--- src/rtl/flag_stack_unit.sv ---
// Processor status-flag register with masked writes, a save/restore stack,
// sticky stack-error flags and branch-condition evaluation.
module flag_stack_unit #(
    parameter  int NFLAGS = 2,
    parameter  int DEPTH  = 4,
    localparam int SW     = (NFLAGS > 1) ? $clog2(NFLAGS) : 1,
    localparam int CW     = $clog2(DEPTH + 1)
) (
    input  logic              clk,
    input  logic              rst,
    input  logic              we,
    input  logic [NFLAGS-1:0] wr_mask,
    input  logic [NFLAGS-1:0] flags_in,
    input  logic              push,
    input  logic              pop,
    input  logic [SW-1:0]     cond_sel,
    input  logic              cond_inv,
    input  logic              err_clr,
    output logic [NFLAGS-1:0] flags_out,
    output logic              cond_true,
    output logic [CW-1:0]     depth,
    output logic              full,
    output logic              empty,
    output logic              err_ovf,
    output logic              err_unf
);

    localparam int AW = (DEPTH > 1) ? $clog2(DEPTH) : 1;

    logic [NFLAGS-1:0] stack_mem [DEPTH];
    logic [NFLAGS-1:0] flags_q;
    logic [NFLAGS-1:0] flags_wr;
    logic [NFLAGS-1:0] flags_next;
    logic [CW-1:0]     depth_q;
    logic [CW-1:0]     depth_m1;
    logic [CW-1:0]     depth_next;
    logic [AW-1:0]     wr_idx;
    logic [AW-1:0]     rd_idx;
    logic              do_push;
    logic              do_pop;
    logic              ovf_set;
    logic              unf_set;
    logic              cond_bit;
    logic              cond_valid;

    assign full  = (depth_q == CW'(DEPTH));
    assign empty = (depth_q == '0);

    // Simultaneous push and pop cancel: no stack movement and no error.
    assign do_push = push & ~pop & ~full;
    assign do_pop  = pop & ~push & ~empty;
    assign ovf_set = push & ~pop & full;
    assign unf_set = pop & ~push & empty;

    assign depth_m1 = depth_q - CW'(1);
    assign wr_idx   = depth_q[AW-1:0];
    assign rd_idx   = depth_m1[AW-1:0];

    assign flags_wr   = we ? ((flags_q & ~wr_mask) | (flags_in & wr_mask)) : flags_q;
    assign flags_next = do_pop ? stack_mem[rd_idx] : flags_wr;

    always_comb begin
        depth_next = depth_q;
        if (do_push) begin
            depth_next = depth_q + CW'(1);
        end else if (do_pop) begin
            depth_next = depth_m1;
        end
    end

    // NOTE: sequential state uses non-blocking assignments so every register
    // samples pre-edge values, which is what lets a push store the old flags.
    always_ff @(posedge clk) begin
        if (rst) begin
            flags_q <= '0;
            depth_q <= '0;
            err_ovf <= 1'b0;
            err_unf <= 1'b0;
        end else begin
            flags_q <= flags_next;
            depth_q <= depth_next;
            err_ovf <= ovf_set | (err_ovf & ~err_clr);
            err_unf <= unf_set | (err_unf & ~err_clr);
        end
    end

    // NOTE: the stack array has no reset; depth alone decides which entries
    // are valid, so clearing depth discards everything in one cycle.
    always_ff @(posedge clk) begin
        if (!rst && do_push) begin
            stack_mem[wr_idx] <= flags_q;
        end
    end

    // NOTE: every always_comb output gets a default first so no latch forms.
    always_comb begin
        cond_bit   = 1'b0;
        cond_valid = 1'b0;
        for (int i = 0; i < NFLAGS; i++) begin
            if (cond_sel == SW'(i)) begin
                cond_bit   = flags_q[i];
                cond_valid = 1'b1;
            end
        end
    end

    assign cond_true = cond_valid & (cond_bit ^ cond_inv);
    assign flags_out = flags_q;
    assign depth     = depth_q;

endmodule

--- config.mk ---
export PLATFORM = sky130hd
export DESIGN_NAME = flag_stack_unit
export DESIGN_NICKNAME = d
export VERILOG_FILES = /design/src/rtl/flag_stack_unit.sv
export SDC_FILE = /design/constraint.sdc
export NUM_CORES = 1
export LEC_CHECK = 0
export CORE_UTILIZATION = 45
export CTS_BUF_LIST = sky130_fd_sc_hd__clkbuf_2 sky130_fd_sc_hd__clkbuf_4 sky130_fd_sc_hd__clkbuf_8
export DETAILED_ROUTE_END_ITERATION = 8
export PLACE_DENSITY = 0.76
export SYNTH_ARGS = -nofsm -noshare
export SYNTH_HDL_FRONTEND = slang
export SYNTH_SLANG_ARGS = --single-unit
--- constraint.sdc ---
create_clock -name clk -period 2.9 [get_ports clk]
set_clock_uncertainty 0.05 [all_clocks]
set_input_delay 0.29 -clock clk [delete_from_list [all_inputs] [get_ports clk]]
set_output_delay 0.29 -clock clk [all_outputs]
set_load 0.1 [all_outputs]
==> out/qor.yml, run 1 <==
setup_path:
  slowest_delay_ps: 360
  cell_family_with_the_largest_share_of_critical_path_delay: "buffers and inverters"
  crit_type: "reg -> out"
  startpoint_type: "register"
  worst-path-max-fanout: 8
  critical_path.n_buffers_inverters: 2
  crit_cells: 4
  required_time_of_the_critical_path_ps: 2560
  worst_case_reg_to_reg_path_depth: 5
  slowest_stage: "sky130_fd_sc_hd__dfxtp_2"
  timing.critical_path.arrival_ps: 1630
  end_kind: "primary output"
  crit_path_cell_trace: "inv_1 > ha_1 > and2b_1 > buf_4"
sta:
  totalNegativeSetupSlack_ps: 0
  worstMarginPinSlew_ps: 370
  finalHoldWorstSlack_ps: 491
  hold_viol_final: 0
  fmax_mhz: 507
  period_share_pct: 68.0
  timing.max_slew.rel_slack_pct: 75.3
  grt_setup_unrepaired: "false"
  finalCriticalPeriod_ps: 1970
  postLayoutSetupSlackWorst_ps: 928
  setup_viol_count_final: 0
  drv_slew: 0
synth:
  synth_enable_flop_cells: 8
  ys_seq_area_share_pct: 47.9
  synth_area_leader_cell: "sky130_fd_sc_hd__edfxtp_1"
  async_flop_share_pct: 0
  yosys_register_bits: 15
  synth.net_count: 87
  synth_top_area_share_pct: 30.2
  synth_area_per_cell_um2: 11.4
  count_of_different_cell_masters_after_synthesis: 28
  synth_common_cells: "sky130_fd_sc_hd__edfxtp_1, sky130_fd_sc_hd__nor2_1, sky130_fd_sc_hd__dfxtp_1, sky130_fd_sc_hd__and2_1, sky130_fd_sc_hd__ha_1"
  synthFlopType: "sky130_fd_sc_hd__edfxtp_1"
  synth.area.top_cells: "sky130_fd_sc_hd__edfxtp_1, sky130_fd_sc_hd__dfxtp_1, sky130_fd_sc_hd__ha_1, sky130_fd_sc_hd__mux4_1, sky130_fd_sc_hd__and2_1"
  syn-cell-area_um2: 795
  synth-warning-count: 0
  syn_inst: 70
flow_run:
  maxCapViolCount: 0
detailed_routing:
  ant_nets: 0
  drc_violations_left: 2
  drt-total-wl_um: 1640
  drc_marker_count_from_the_first_detailed_route_iteration: 27
  firstDrtPassIters: 8
  num_vias: 632
  via_per_inst: 5.75
  routedWlPerCell_um: 14.9
status:
  run_status: "finished with violations"
  violations_in_the_final_reports: "design-rule violations"
global_routing:
  globalRoute.totalOverflow: 0
  via_count_of_the_first_global_routing_pass: 593
  grt_pass1_wl_um: 2520
  largest_net_degree_at_the_start_of_global_routing: 11
  grt_antenna_before_repair: 0
  grt_use_total_pct: 18.6
finish:
  multiInputGateArea_um2: 407
  n_antenna_cell: 0
  areaGrowthSynthToFinish_pct: 30.4
  fill_cells: 142
  post_route_cells_drive_above_1_share_pct: 20.2
  final_nets: 112
  ff_latch_area_um2: 383
floorplan:
  boundaryPins: 22
  floorplan.initialDensity_pct: 50.4
  fp.coreArea_um2: 1580
  floorplan.rows: 14
  dieHeight_um: 44.0
  dieArea_um2: 1940
  die_width_um: 44.0
clock_network:
  insertion_delay_ps: 290
  cts-buffers-inserted: 3
  cts_resized: 0
  tritoncts_clock_tree: "done"
  cts.path.max_buffers: 2
  post-cts-setup-buffer-count: 0
  cts_sinks: 15
  ctsHtreeMaxLevel: 1
  post_cts_hold_buffer_count: 0
  cts_root_buffer: "sky130_fd_sc_hd__clkbuf_4"
  worst_setup_hold_path_clk_slew_ps: 100
pwr:
  peakVddDrop_mv: 0.416
  leakage_power_nw: 0.411
  power_density_relative_to_cell_area_nw_per_um2: 626
hold_path:
  timing.hold.worst_path_depth: 2
  min_path_type: "reg -> reg"
place:
  gp_congestion: 0.786
  dp.final_hpwl_um: 1240
  placement.io_buffers: 21
  place_ws_ps: 971
-- kinds of logic after synthesis --
family | share of synthesized area [%]
multiplexers | 7.87
buffers and inverters | 1.89
AO/OA/AOI/OAI | 11.7
flip-flops | 47.9
XOR/XNOR | 2.21
adder cells (fa/ha/maj) | 7.87
AND/OR/NAND/NOR | 20.6
-- tightest hold or removal path: stages, from the launching register on --
cell and delay [ps]:
sky130_fd_sc_hd__dfxtp_1 340, sky130_fd_sc_hd__a22oi_1 80, sky130_fd_sc_hd__nor2_1 90
-- through the flow --
stage	power, mW	instance area [um^2]	utilization, %	cells
final	0.648	1040	65.7	110
after global routing	0.680	1040	65.7	110
after CTS	0.656	1040	65.7	110
after detailed placement	0.528	1010	63.8	106
after global placement	0.524	1010	63.8	106
after floorplan	0.463	805	-	70
-- worst paths after layout --
kind	startpoint	to	slack, ps
hold reg to reg	err_unf$_SDFF_PP0_	err_unf$_SDFF_PP0_	490
hold / removal	err_unf$_SDFF_PP0_	err_unf$_SDFF_PP0_	490
setup reg to reg	depth[0]$_SDFFE_PP0P_	stack_mem[3][1]$_DFFE_PP_	970
setup / recovery	depth[1]$_SDFFE_PP0P_	empty	930
-- power breakdown --
| group | switching, mW | total (mW) | leakage, nW | internal, mW |
|---|---|---|---|---|
| registers | 0.0165 | 0.254 | 0.132 | 0.238 |
| clock network | 0.0736 | 0.126 | 0.0139 | 0.0525 |
| logic | 0.184 | 0.268 | 0.265 | 0.0837 |
| total | 0.274 | 0.648 | 0.411 | 0.374 |
-- per-layer routing --
| layer | vias up | share of wire, % | wire length, um | GRT usage [%] |
|---|---|---|---|---|
| met1 | 297 | 41 | 678 | 21.0 |
| met5 | - | 0 | 0 | 0 |
| li1 | 309 | - | - | - |
| met4 | 0 | 1.2 | 20 | 7.27 |
| met2 | 24 | 50 | 825 | 31.8 |
| met3 | 2 | 6.8 | 112 | 6.94 |
-- layout make-up --
type	count	share of cell area, %
Tap cell	16	1.93
Multi-Input combinational cell	51	39.3
Sequential cell	15	37.0
Clock buffer	3	2.17
Inverter	3	1.09
Clock inverter	1	0.725
Timing Repair Buffer	21	17.9
-- layout by cell type (no fill, tap or decap) --
cell type	n
sky130_fd_sc_hd__xnor2_1	1
sky130_fd_sc_hd__inv_1	3
sky130_fd_sc_hd__and2b_1	2
sky130_fd_sc_hd__a2bb2oi_1	1
sky130_fd_sc_hd__nand2b_4	1
sky130_fd_sc_hd__clkdlybuf4s50_1	11
sky130_fd_sc_hd__clkbuf_4	3
sky130_fd_sc_hd__clkinvlp_4	1
sky130_fd_sc_hd__and2_1	5
sky130_fd_sc_hd__mux4_1	2
sky130_fd_sc_hd__a311oi_1	2
sky130_fd_sc_hd__dfxtp_2	2
sky130_fd_sc_hd__a22o_1	1
sky130_fd_sc_hd__xnor2_2	1
sky130_fd_sc_hd__nand2b_1	2
sky130_fd_sc_hd__nand2_1	4
sky130_fd_sc_hd__o21ai_0	1
sky130_fd_sc_hd__a22oi_1	2
sky130_fd_sc_hd__o22ai_1	2
sky130_fd_sc_hd__a211oi_1	1
sky130_fd_sc_hd__nor2_1	8
sky130_fd_sc_hd__buf_4	10
sky130_fd_sc_hd__o41ai_1	1
sky130_fd_sc_hd__edfxtp_1	8
sky130_fd_sc_hd__nor2b_1	2
sky130_fd_sc_hd__nand4b_1	1
sky130_fd_sc_hd__dfxtp_1	5
sky130_fd_sc_hd__and2b_4	1
sky130_fd_sc_hd__nor3_1	1
sky130_fd_sc_hd__a221oi_1	1
sky130_fd_sc_hd__ha_1	5
sky130_fd_sc_hd__nand3_1	2
sky130_fd_sc_hd__mux2i_1	1
Power figures use the tool's default switching activity.
==> inputs of run 2 (changes only) <==
- clock period: 2.9 -> 1.9 ns (I/O delays scaled with it)
==> out/qor.yml, run 2 (synthesis gave the netlist of run 1 again) <==
finish:
  final_nets: 113  # was 112
  n_antenna_cell: 0  # unchanged
  mostFrequentLayoutCells: "sky130_fd_sc_hd__clkdlybuf4s50_1, sky130_fd_sc_hd__nor2_1, sky130_fd_sc_hd__buf_4, sky130_fd_sc_hd__edfxtp_1"  # was sky130_fd_sc_hd__clkdlybuf4s50_1, sky130_fd_sc_hd__buf_4, sky130_fd_sc_hd__nor2_1, sky130_fd_sc_hd__edfxtp_1
  post_route_cells_drive_above_1_share_pct: 30.5  # was 20.2%
  areaGrowthSynthToFinish_pct: 40.2  # was 30.4%
  most_frequent_standard_cell_in_the_layout_excluding_fill_and_tap_cells: "sky130_fd_sc_hd__clkdlybuf4s50_1"  # unchanged
  instances_no_fill: 111  # was 110
clock_network:
  insertion_delay_ps: 280  # was 290 ps
  ctsHtreeMaxLevel: 1  # unchanged
  cts-buffers-inserted: 3  # unchanged
  cts_sinks: 15  # unchanged
  post-cts-setup-buffer-count: 0  # unchanged
  worst_setup_hold_path_clk_slew_ps: 90  # was 100 ps
  cts_root_buffer: "sky130_fd_sc_hd__clkbuf_4"  # unchanged
  tritoncts_clock_tree: "done"  # unchanged
  cts_resized: 0  # unchanged
  cts.path.max_buffers: 2  # unchanged
  post_cts_hold_buffer_count: 0  # unchanged
detailed_routing:
  drc_violations_left: 1  # was 2
  via_per_inst: 5.70  # was 5.75
  drc_marker_count_from_the_first_detailed_route_iteration: 24  # was 27
  routedWlPerCell_um: 15.7  # was 14.9 um
  num_vias: 633  # was 632
  ant_nets: 0  # unchanged
  firstDrtPassIters: 8  # unchanged
  drt-total-wl_um: 1750  # was 1640 um
setup_path:
  slowest_stage: "sky130_fd_sc_hd__dfxtp_4"  # was sky130_fd_sc_hd__dfxtp_2
  timing.critical_path.from: "depth[0]$_SDFFE_PP0P_"  # was depth[1]$_SDFFE_PP0P_
  crit_path_cell_trace: "inv_2 > ha_2 > and2_4 > nor3_2 > and2_1"  # was inv_1 > ha_1 > and2b_1 > buf_4
  end_kind: "register"  # was primary output
  r2r_end: "stack_mem[0][1]$_DFFE_PP_"  # was stack_mem[3][1]$_DFFE_PP_
  slowest_delay_ps: 420  # was 360 ps
  required_time_of_the_critical_path_ps: 1860  # was 2560 ps
  timing.critical_path.arrival_ps: 1610  # was 1630 ps
  worst_setup_path_endpoint: "stack_mem[0][1]$_DFFE_PP_"  # was empty
  worst-path-max-fanout: 8  # unchanged
  startpoint_type: "register"  # unchanged
  crit_type: "reg -> reg"  # was reg -> out
  rrSetupSlack_ps: 240  # was 970 ps
  worst_case_reg_to_reg_path_depth: 5  # unchanged
  rr_startpoint: "depth[0]$_SDFFE_PP0P_"  # unchanged
global_routing:
  largest_net_degree_at_the_start_of_global_routing: 11  # unchanged
  grt_antenna_before_repair: 0  # unchanged
  via_count_of_the_first_global_routing_pass: 633  # was 593
  grt_use_total_pct: 19.6  # was 18.6%
  grt_pass1_wl_um: 2680  # was 2520 um
  globalRoute.totalOverflow: 0  # unchanged
sta:
  setup_viol_count_final: 0  # unchanged
  timing.max_slew.rel_slack_pct: 73.4  # was 75.3%
  period_share_pct: 87.2
  grt_setup_unrepaired: "false"  # unchanged
  finalCriticalPeriod_ps: 1660
  hold_viol_final: 0  # unchanged
  worstMarginPinSlew_ps: 388  # was 370 ps
  fmax_mhz: 604
  drv_slew: 0  # unchanged
  totalNegativeSetupSlack_ps: 0  # unchanged
pwr:
  power_density_relative_to_cell_area_nw_per_um2: 937  # was 626 nW/um^2
  clock_power_share_pct: 18.1  # was 19.4%
  peakVddDrop_mv: 0.541  # was 0.416 mV
  leakage_power_nw: 0.437  # was 0.411 nW
  totalPowerFinal_mw: 1.04  # was 0.648 mW
  switching_share_pct: 40.9  # was 42.3%
  power_frac_comb_pct: 44.2  # was 41.3%
  p_int_mw: 0.616  # was 0.374 mW
  p_sw_mw: 0.427  # was 0.274 mW
  share_seq_of_total_power_pct: 37.7  # was 39.2%
floorplan:
  boundaryPins: 22  # unchanged
  dieHeight_um: 44.0  # unchanged
  floorplan.rows: 14  # unchanged
  fp.coreArea_um2: 1580  # unchanged
  floorplan.initialDensity_pct: 50.4  # unchanged
  die_width_um: 44.0  # unchanged
  dieArea_um2: 1940  # unchanged
status:
  violations_in_the_final_reports: "design-rule violations"  # unchanged
  run_status: "finished with violations"  # unchanged
place:
  dp.final_hpwl_um: 1350  # was 1240 um
  placement.io_buffers: 21  # unchanged
  post-place-cells: 107  # was 106
  gp_congestion: 0.742  # was 0.786
flow_run:
  maxCapViolCount: 0  # unchanged
hold_path:
  min_path_type: "in -> reg"  # was reg -> reg
run 2: area by class of cell:
cell class / count / area [um^2]
clock inverters: 1 / 7.51
flip-flops and latches: 15 / 392
multi-input cells: 51 / 430
fillers: 125 / 463
repair buffers: 22 / 230
clock buffers: 3 / 22.5
well taps: 16 / 20.0
inverters: 3 / 11.3
run 2: metal layers:
metal	global-route usage, %	part of all wire [%]	up-vias
met4	10.3	3.0	0
li1	-	-	308
met3	3.67	5.3	6
met2	33.8	50	26
met1	22.9	42	293
met5	0	0	-
run 2: metrics by stage:
step	hold WS, ps	util [%]	instance area (um^2)	setup slack, ps
after detailed placement	439	68.7	1080	211
after global routing	462	70.6	1110	148
after CTS	449	70.6	1110	228
after floorplan	303	-	837	33.7
final	451	70.6	1110	243
after global placement	431	68.7	1080	254
run 2: power groups by stage:
stage	logic [mW]	clock network (mW)	registers (mW)
after floorplan	0.229	0	0.496
after global placement	0.454	0	0.398
after detailed placement	0.460	0	0.401
after CTS	0.461	0.194	0.393
after global routing	0.482	0.209	0.397
final	0.461	0.189	0.393
run 2: worst max-delay path: cells and delay by family, from the launching register on:
kind / cells / cell delay [ps]
fa+ha+maj: 1 / 230
buf+inv: 1 / 60
flops: 1 / 420
simple gates: 3 / 610
run 2: worst min path at each step:
stage	end	cells past startpoint	from	slack (ps)
after detailed placement	depth[2]$_SDFFE_PP0P_	1	depth[2]$_SDFFE_PP0P_	440
final	register	3	flags_in[0]	450
after global placement	depth[2]$_SDFFE_PP0P_	1	depth[2]$_SDFFE_PP0P_	430
after floorplan	register	2	wr_mask[0]	300
after global routing	register	3	flags_in[0]	460
after CTS	register	3	flags_in[0]	450
==> inputs of run 3 (changes only) <==
- PLACE_DENSITY: 0.76 -> not set
- PLACE_DENSITY_LB_ADDON: not set -> 0.1
- SKIP_CTS_REPAIR_TIMING: not set -> 1
- SKIP_LAST_GASP: not set -> 1
==> out/qor.yml, run 3 (synthesis gave the netlist of run 1 again) <==
detailed_routing:
  num_vias: 608  # was 633
  routedWlPerCell_um: 13.6  # was 15.7 um
  drc_violations_left: 3  # was 1
  drc_marker_count_from_the_first_detailed_route_iteration: 19  # was 24
  firstDrtPassIters: 6  # was 8
  via_per_inst: 5.48  # was 5.70
  drt-total-wl_um: 1510  # was 1750 um
  ant_nets: 0  # unchanged
finish:
  mostFrequentLayoutCells: "sky130_fd_sc_hd__clkdlybuf4s50_1, sky130_fd_sc_hd__nor2_1, sky130_fd_sc_hd__buf_4, sky130_fd_sc_hd__edfxtp_1"  # unchanged
  n_antenna_cell: 0  # unchanged
  areaGrowthSynthToFinish_pct: 40.2  # unchanged
  instances_no_fill: 111  # unchanged
  ff_latch_area_um2: 392  # unchanged
  post_route_cells_drive_above_1_share_pct: 30.5  # unchanged
  multiInputGateArea_um2: 430  # unchanged
  most_frequent_standard_cell_in_the_layout_excluding_fill_and_tap_cells: "sky130_fd_sc_hd__clkdlybuf4s50_1"  # unchanged
  fill_cells: 118  # was 125
  final_nets: 113  # unchanged
floorplan:
  floorplan.initialDensity_pct: 50.4  # unchanged
  floorplan.rows: 14  # unchanged
  dieHeight_um: 44.0  # unchanged
  die_width_um: 44.0  # unchanged
  fp.coreArea_um2: 1580  # unchanged
  boundaryPins: 22  # unchanged
  dieArea_um2: 1940  # unchanged
setup_path:
  slowest_stage: "sky130_fd_sc_hd__dfxtp_4"  # unchanged
  timing.critical_path.arrival_ps: 1620  # was 1610 ps
  worst_case_reg_to_reg_path_depth: 5  # unchanged
  crit_path_cell_trace: "inv_2 > ha_2 > and2_4 > nor3_2 > and2_1"  # unchanged
  timing.critical_path.from: "depth[0]$_SDFFE_PP0P_"  # unchanged
  startpoint_type: "register"  # unchanged
  crit_type: "reg -> reg"  # unchanged
  end_kind: "register"  # unchanged
  slowest_delay_ps: 410  # was 420 ps
  rr_startpoint: "depth[0]$_SDFFE_PP0P_"  # unchanged
  worst-path-max-fanout: 8  # unchanged
  required_time_of_the_critical_path_ps: 1840  # was 1860 ps
hold_path:
  min_path_type: "reg -> reg"  # was in -> reg
  hold_path_startpoint: "depth[2]$_SDFFE_PP0P_"  # was flags_in[0]
  timing.hold.worst_path_depth: 1  # was 3
place:
  dp.final_hpwl_um: 1130  # was 1350 um
  gp_congestion: 0.753  # was 0.742
  post-place-cells: 107  # unchanged
  placement.io_buffers: 21  # unchanged
sta:
  hold_viol_final: 0  # unchanged
  finalCriticalPeriod_ps: 1680  # was 1660 ps
  grt_setup_unrepaired: "false"  # unchanged
  period_share_pct: 88.3  # was 87.2%
  worstMarginPinSlew_ps: 397  # was 388 ps
  totalNegativeSetupSlack_ps: 0  # unchanged
  fmax_mhz: 596  # was 604 MHz
  drv_slew: 0  # unchanged
  setup_viol_count_final: 0  # unchanged
  timing.max_slew.rel_slack_pct: 72.8  # was 73.4%
global_routing:
  grt_use_total_pct: 17.7  # was 19.6%
  grt_pass1_wl_um: 2380  # was 2680 um
  via_count_of_the_first_global_routing_pass: 567  # was 633
  grt_antenna_before_repair: 0  # unchanged
  globalRoute.totalOverflow: 0  # unchanged
  largest_net_degree_at_the_start_of_global_routing: 9  # was 11
pwr:
  leakage_power_nw: 0.441  # was 0.437 nW
  totalPowerFinal_mw: 1.04  # about the same
  power_frac_comb_pct: 43.9  # was 44.2%
  p_int_mw: 0.632  # was 0.616 mW
  switching_share_pct: 39.3  # was 40.9%
  share_seq_of_total_power_pct: 37.6  # was 37.7%
  p_sw_mw: 0.409  # was 0.427 mW
  clock_power_share_pct: 18.5  # was 18.1%
  peakVddDrop_mv: 0.730  # was 0.541 mV
  power_density_relative_to_cell_area_nw_per_um2: 935  # was 937 nW/um^2
clock_network:
  insertion_delay_ps: 280  # about the same
  cts_root_buffer: "sky130_fd_sc_hd__clkbuf_4"  # unchanged
  cts-buffers-inserted: 3  # unchanged
  ctsHtreeMaxLevel: 1  # unchanged
  worst_setup_hold_path_clk_slew_ps: 90  # about the same
  cts.path.max_buffers: 2  # unchanged
  cts_sinks: 15  # unchanged
  tritoncts_clock_tree: "done"  # unchanged
flow_run:
  maxCapViolCount: 0  # unchanged
status:
  violations_in_the_final_reports: "design-rule violations"  # unchanged
  run_status: "finished with violations"  # unchanged
==> run 3: cell types whose count changed in the layout (fill, tap and decap cells not counted), sizes merged <==
cell,change
clkbuf,+1
clkinvlp,-1
==> run 3: cell type report <==
class / instances / share of cell area [%]
clock buffers: 4 / 2.70
inverters: 3 / 1.01
multi-input cells: 51 / 38.7
flip-flops and latches: 15 / 35.2
well taps: 16 / 1.80
repair buffers: 22 / 20.7
==> run 3: final timing paths <==
check	slack, ps	end
worst max-delay path	220	stack_mem[0][0]$_DFFE_PP_
worst min-delay path	450	depth[2]$_SDFFE_PP0P_
worst max register to register	220	stack_mem[0][0]$_DFFE_PP_
worst min register to register	450	depth[2]$_SDFFE_PP0P_
==> run 3: layer usage <==
| metal | vias up | part of all wire, % | GRT usage [%] |
|---|---|---|---|
| met5 | - | 0 | 0 |
| met4 | 0 | 2.8 | 10.9 |
| met3 | 5 | 6.0 | 3.67 |
| met2 | 20 | 44 | 27.4 |
| met1 | 274 | 47 | 22.9 |
| li1 | 309 | - | - |
==> run 3: worst max-delay path, delay by kind of cell (launching register included) <==
kind	cells	cell delay [ps]
and+or+nand+nor	3	630
DFF	1	410
buffers and inverters	1	60
adders and majority gates	1	230
==> run 3: power groups by stage <==
stage / clock, mW / sequential, mW / combinational (mW)
floorplan: 0 / 0.496 / 0.229
global placement: 0 / 0.398 / 0.453
detailed placement: 0 / 0.400 / 0.458
CTS: 0.200 / 0.392 / 0.459
global route: 0.213 / 0.396 / 0.480
finish: 0.193 / 0.391 / 0.457
==> run 3: through the flow <==
step	utilization, %	hold slack (ps)	area [um^2]	setup slack [ps]
2_1_floorplan	-	303	837	33.7
3_3_place_gp	68.7	432	1080	255
3_5_place_dp	68.7	432	1080	228
4_1_cts	70.6	445	1110	205
5_1_grt	70.6	451	1110	131
6_report	70.6	447	1110	222
